**src/rtl/uart_tx.sv**
```systemverilog
// UART transmitter: start bit, DATA_WIDTH data bits LSB first, optional even/odd parity, one stop.
// Each bit lasts prescale clk cycles (0 behaves as 1); tx_out and busy are registered.
module uart_tx #(
   parameter int unsigned DATA_WIDTH = 8
) (
   input  logic                  clk,
   input  logic                  rst,
   input  logic [DATA_WIDTH-1:0] p_data,
   input  logic                  data_valid,
   input  logic                  par_en,
   input  logic                  par_typ,
   input  logic [5:0]            prescale,
   output logic                  tx_out,
   output logic                  busy
);

   localparam int unsigned IdxW = (DATA_WIDTH > 1) ? $clog2(DATA_WIDTH) : 1;

   typedef enum logic [2:0] {IDLE, START, DATA, PARITY, STOP} state_e;

   state_e                r_state;
   logic [5:0]            r_edge_cnt;
   logic [IdxW-1:0]       r_bit_idx;
   logic [DATA_WIDTH-1:0] r_data;
   logic                  r_par_en;
   logic                  r_par_typ;
   logic [5:0]            r_prescale;
   logic                  r_tx;
   logic                  r_busy;

   state_e                w_state_next;
   logic [5:0]            w_edge_next;
   logic [IdxW-1:0]       w_bit_next;
   logic                  w_tx_next;
   logic                  w_accept;
   logic                  w_last;
   logic                  w_parity;

   assign w_last   = (r_edge_cnt == r_prescale - 6'd1);
   assign w_parity = r_par_typ ? ~^r_data : ^r_data;

   always_comb begin
      w_state_next = r_state;
      w_bit_next   = r_bit_idx;
      w_edge_next  = '0;
      w_accept     = 1'b0;
      unique case (r_state)
         IDLE: begin
            if (data_valid) begin
               w_accept     = 1'b1;
               w_state_next = START;
            end
         end
         START: begin
            if (w_last) begin
               w_state_next = DATA;
               w_bit_next   = '0;
            end
         end
         DATA: begin
            if (w_last) begin
               if (r_bit_idx == IdxW'(DATA_WIDTH - 1)) begin
                  w_state_next = r_par_en ? PARITY : STOP;
               end else begin
                  w_bit_next = r_bit_idx + 1'b1;
               end
            end
         end
         PARITY: begin
            if (w_last) w_state_next = STOP;
         end
         STOP: begin
            if (w_last) w_state_next = IDLE;
         end
         default: w_state_next = IDLE;
      endcase

      // Edge counter wraps on every bit boundary and rests at 0 while idle.
      if ((r_state != IDLE) && !w_last) w_edge_next = r_edge_cnt + 6'd1;

      // Output is decoded from the next state so tx_out lines up with the state register.
      unique case (w_state_next)
         START:   w_tx_next = 1'b0;
         DATA:    w_tx_next = r_data[w_bit_next];
         PARITY:  w_tx_next = w_parity;
         default: w_tx_next = 1'b1;
      endcase
   end

   always_ff @(posedge clk) begin
      if (rst) begin
         r_state    <= IDLE;
         r_edge_cnt <= '0;
         r_bit_idx  <= '0;
         r_data     <= '0;
         r_par_en   <= 1'b0;
         r_par_typ  <= 1'b0;
         r_prescale <= '0;
         r_tx       <= 1'b1;
         r_busy     <= 1'b0;
      end else begin
         r_state    <= w_state_next;
         r_edge_cnt <= w_edge_next;
         r_bit_idx  <= w_bit_next;
         r_tx       <= w_tx_next;
         r_busy     <= (w_state_next != IDLE);
         if (w_accept) begin
            r_data     <= p_data;
            r_par_en   <= par_en;
            r_par_typ  <= par_typ;
            r_prescale <= (prescale == 6'd0) ? 6'd1 : prescale;
         end
      end
   end

   assign tx_out = r_tx;
   assign busy   = r_busy;

endmodule

```
**config.mk**
```make
export PLATFORM = sky130hd
export DESIGN_NAME = uart_tx
export DESIGN_NICKNAME = d
export VERILOG_FILES = /design/src/rtl/uart_tx.sv
export SDC_FILE = /design/constraint.sdc
export NUM_CORES = 1
export LEC_CHECK = 0
export ABC_CLOCK_PERIOD_IN_PS = 4900
export CORE_ASPECT_RATIO = 1.25
export CORE_MARGIN = 2
export CORE_UTILIZATION = 40
export CTS_CLUSTER_SIZE = 24
export DETAILED_ROUTE_END_ITERATION = 8
export GPL_TIMING_DRIVEN = 1
export SLEW_MARGIN = 40
export SYNTH_ARGS = -nofsm -noshare
export SYNTH_HDL_FRONTEND = slang
export SYNTH_SLANG_ARGS = --single-unit
```
**constraint.sdc**
```tcl
create_clock -name clk -period 4.9 [get_ports clk]
set_input_delay 0.49 -clock clk [delete_from_list [all_inputs] [get_ports clk]]
set_output_delay 0.49 -clock clk [all_outputs]
set_load 0.01 [all_outputs]
```
# Yosys cells after proc, flatten, opt, wreduce, memory -nomap -nowiden
# Index checks and enable logic that the tools add are counted.
# totals
register_bits,30
in_bits,19
out_inout_bits,2
elab_cells,51
# op_classes
addsub,3
order_cmp,1
n_eq_ne,9
muxes,19
bitwise_logic,1
n_reduce_logical,9
# ops
operator,n
3-bit two-way mux,10
3-bit case mux with 5 select lines,1
3-bit by 2-bit equality test with 1-bit output (second input constant),4
8-bit XNOR reduction,1
8-bit XOR reduction,1
6-bit by 1-bit adder with 6-bit output (second input constant),1
3-bit by 1-bit equality test with 1-bit output (second input constant),2
3-bit equality test (second input constant),2
6-bit equality test,1
6-bit zero test,1
6-bit two-way mux,1
3-bit case mux with 2 select lines,1
3-bit nonzero test,2
6-bit by 1-bit subtractor with 6-bit output (second input constant),1
3-bit by 4-bit < comparator with 1-bit output (second input constant),1
1-bit two-way mux,4
3-bit by 1-bit adder with 3-bit output (second input constant),1
1-bit binary-select mux with 3-bit select,1
3-bit zero test,1
1-bit case mux with 3 select lines,1
2-bit OR reduction,1
1-bit logical AND,1
1-bit zero test,1
1-bit NOT,1

# Longest topological paths before layout
# logic_depth
depth_word,7
depth_mapped,10
depth_no_buf,10

# Least setup slack after synthesis
# No wires, ideal clock.
# synth_timing
path_type,register -> register
from,reg r_prescale[0]
to,"reg r_tx, in the netlist tx_out"
setup_time_ns,0.126
t_arrival_ns,2.203
t_required_ns,4.774
slack_ns,2.572
path_stages_with_launch,11
n_path_buf,0
period_less_slack_ns,2.328
cell_sequence,dfxtp_1 > inv_1 > ha_1 > xnor2_1 > nor3_1 > o21a_1 > a41oi_1 > o2bb2ai_2 > mux2_2 > o211ai_1 > o22ai_1
# synth_via
elab_chain_len,7
word_cells_on_any_way,16
classes_between,1 x add/sub; 4 x eq/ne; 11 x mux
# synth_lines
element,line,text
from (decl),27,logic [5:0] r_prescale;
from (signal assigned),111,r_prescale <= (prescale == 6'd0) ? 6'd1 : prescale;
6-bit by 1-bit subtractor with 6-bit output *,39,assign w_last = (r_edge_cnt == r_prescale - 6'd1);
6-bit equality test *,39,
"3-bit two-way mux, on equally long branches","61, 55",
3-bit case mux with 2 select lines,47,unique case (r_state)
1-bit binary-select mux with 3-bit select,84,DATA: w_tx_next = r_data[w_bit_next];
1-bit two-way mux (not written as such),84,
1-bit case mux with 3 select lines *,82,unique case (w_state_next)
to (signal assigned),105,r_tx <= w_tx_next;
to (decl),28,logic r_tx;
# Mark *: on every way between the ends. The rest lies on a longest branch, timed or not. The select of a mux whose other input is x is not followed.
# A chain may end at the register's enable or synchronous reset.

# Final worst setup path
# Same ends and word-level chain as after synthesis.

==> out/qor.yml <==
status: "completed"
hold_viol_final: 0
drt-total-wl_mm: 3.72
timing.rr.end: "tx_out$_SDFF_PP1_"
crit_family: "compound AO/OA/AOI/OAI gates"
dpl.hpwl_mm: 2.79
yosysUniqueCellTypes: 42
max_stage_delay_ps: 430
via_count: 1429
end_kind: "flop"
worst_path_max_delay_cell: "dfxtp_1"
synth_fp_nets: 214
fillers: 399
htreeDepth: 2
grt_pass1_vias: 1386
worstPathArrival_ps: 2780
p_per_area_mw_per_mm2: 298
ff2ff_setup_slack_ps: 2280
post_cts_buffers: 0
crit_buf_inv: 1
tightest_slew_ps: 700
maxSlewHeadroom: 0.533
drv_cap: 0
worst-setup-path-type: "flop to flop"
yosysWarnings: 0
hp-class: "flop to flop"
critPathLaunch: "r_prescale[0]$_SDFFE_PP0P_"
crit_fanout: 6
leakage_nw: 0.683
setup_slack_ps: 2280
die_x_um: 60.5
ios: 21
dieArea_mm2: 0.00451
io_buffers: 20
grt_util_all_layers: 0.187
cp.required_ps: 5060
synth_top_area_frac: 0.376
final_layout_size_suffix_gt1_frac: 0.0794
clock_latency_ps: 280
finalNonFillerCells: 268
wl_per_cell_um: 13.9
post_cts_resized: 0
synth_seq_cells: 30
viasPerCell: 5.33
seq_area_frac_synth: 0.376
crit_end: "tx_out$_SDFF_PP1_"
final.min_clock_period_ps: 2620
grt_pass1_wl_mm: 6.25
rows: 25
synth_area_leader_cell: "dfxtp_1"
setup_violations: 0
insertedDiodeCount: 0
synth_edf_count: 0
rsz0062_at_grt: "no"
cts_sinks: 30
syn2layout_area_growth_pct: 20.8
post-place-ws_ps: 2270
nets: 235
worst_r2r_startpoint: "r_prescale[0]$_SDFFE_PP0P_"
holdWs_ps: 479
root_buffer: "clkbuf_8"
initial_core_util: 0.418
fp.dieH_um: 74.6
yosys-top-cells-count: "nand2_1, dfxtp_1, a21oi_1"
drt_iter0_markers: 37
grt_max_degree: 25
tns_ps: 0
path_clk_slew_ps: 70
syn-cell-area_mm2: 0.00160
cts_hold_buf: 0
synth_ff_type: "dfxtp_1"
clockBufferDepth: 2
overflow: 0
synthCells: 192
path_depth: 10
ant_nets: 0
fin_skew_ps: 8.28
synth_most_common_cell: "nand2_1"
r2r_cells: 10
synthArstFlopShare: 0
drc: 0
drtPass1Iterations: 4
dp_cells: 260
syn_avg_cell_area_um2: 8.31
numCtsBuffers: 5
antenna_found_initial: 0
p_total_uw: 574
final_max_slew_viol_count: 0
period_share: 0.536
gp_congestion: 0.888
fmax_mhz: 381
start_kind: "flop"
peakVddDrop_mv: 0.157
yosys-top-cells-area: "dfxtp_1, nand2_1, xnor2_1"
min_delay_path_depth: 1
crit_chain: "inv_1 > ha_1 > xnor2_1 > nor3_1 > o21a_1 > a41oi_1 > o2bb2ai_2 > mux2_2 > o211ai_1 > o22ai_1"
core_mm2: 0.00382
cts_tree: "done"
==> area by class of cell <==
type                       count  area, um^2  area share
clock buffer                   7        86.3      0.0448
inverter                       3        11.3     0.00584
clock inverter                 1        5.00     0.00260
sequential                    30         601       0.312
tap                           54        67.6      0.0351
multi-input combinational    153         961       0.499
timing repair buffer          20         195       0.101
==> state kept, by name, indices dropped and copies added (netlist names) <==
| register | count |
|---|---|
| r_data | 8 |
| r_edge_cnt | 6 |
| r_prescale | 6 |
| r_bit_idx | 3 |
| r_state | 3 |
| busy | 1 |
| r_par_en | 1 |
| r_par_typ | 1 |
| tx_out | 1 |
==> cells in the final DEF (no fill, tap or decap), drive strengths merged, types with 2 or more instances in the layout <==
| cell type | count |
|---|---|
| nor2b | 5 |
| nand2 | 37 |
| mux2 | 3 |
| clkdlybuf4s50 | 19 |
| nor3 | 7 |
| xnor2 | 14 |
| ha | 3 |
| inv | 3 |
| o22ai | 2 |
| and3 | 4 |
| a41oi | 2 |
| a31oi | 2 |
| nand2b | 2 |
| and2 | 2 |
| nand3 | 4 |
| o21ai | 3 |
| a21oi | 20 |
| o31a | 2 |
| o211ai | 2 |
| xor2 | 4 |
| dfxtp | 30 |
| nor2 | 16 |
| clkbuf | 7 |
==> layer usage <==
metal | wire (um) | GRT usage | vias up
li1 | - | - | 714
met1 | 1450 | 0.193 | 670
met2 | 2070 | 0.355 | 35
met3 | 111 | 0.0470 | 10
met4 | 87 | 0.0725 | 0
met5 | 0 | 0 | -
==> cell families (layout without fill, tap and decap cells) <==
kind of cell / after synthesis / after routing / share of synthesized area
XOR/XNOR: 19 / 19 / 0.114
AO/OA/AOI/OAI: 45 / 45 / 0.204
multiplexers: 4 / 4 / 0.0274
adder cells (fa/ha/maj): 3 / 3 / 0.0235
buffers and inverters: 9 / 31 / 0.0212
flip-flops: 30 / 30 / 0.376
AND/OR/NAND/NOR: 82 / 82 / 0.234
==> worst min path at each step <==
stage	start	endpoint	slack [ps]
floorplan	r_edge_cnt[0]$_SDFF_PP0_	r_edge_cnt[0]$_SDFF_PP0_	440
global placement	r_edge_cnt[0]$_SDFF_PP0_	r_edge_cnt[0]$_SDFF_PP0_	460
detailed placement	r_edge_cnt[0]$_SDFF_PP0_	r_edge_cnt[0]$_SDFF_PP0_	470
CTS	r_edge_cnt[0]$_SDFF_PP0_	r_edge_cnt[0]$_SDFF_PP0_	480
global route	r_edge_cnt[0]$_SDFF_PP0_	r_edge_cnt[0]$_SDFF_PP0_	500
finish	r_edge_cnt[0]$_SDFF_PP0_	r_edge_cnt[0]$_SDFF_PP0_	480
==> through the flow <==
stage / cell area, um^2 / util
after floorplan: 1600 / -
after global placement: 1840 / 0.482
after detailed placement: 1840 / 0.481
after CTS: 1930 / 0.505
after global routing: 1930 / 0.505
final: 1930 / 0.505
==> report_power, final <==
part	internal (mW)	switching, mW
clock network	0.113	0.0912
registers	0.256	0.0129
logic	0.0506	0.0500
total	0.420	0.154
(Power assumes the default switching activity.)
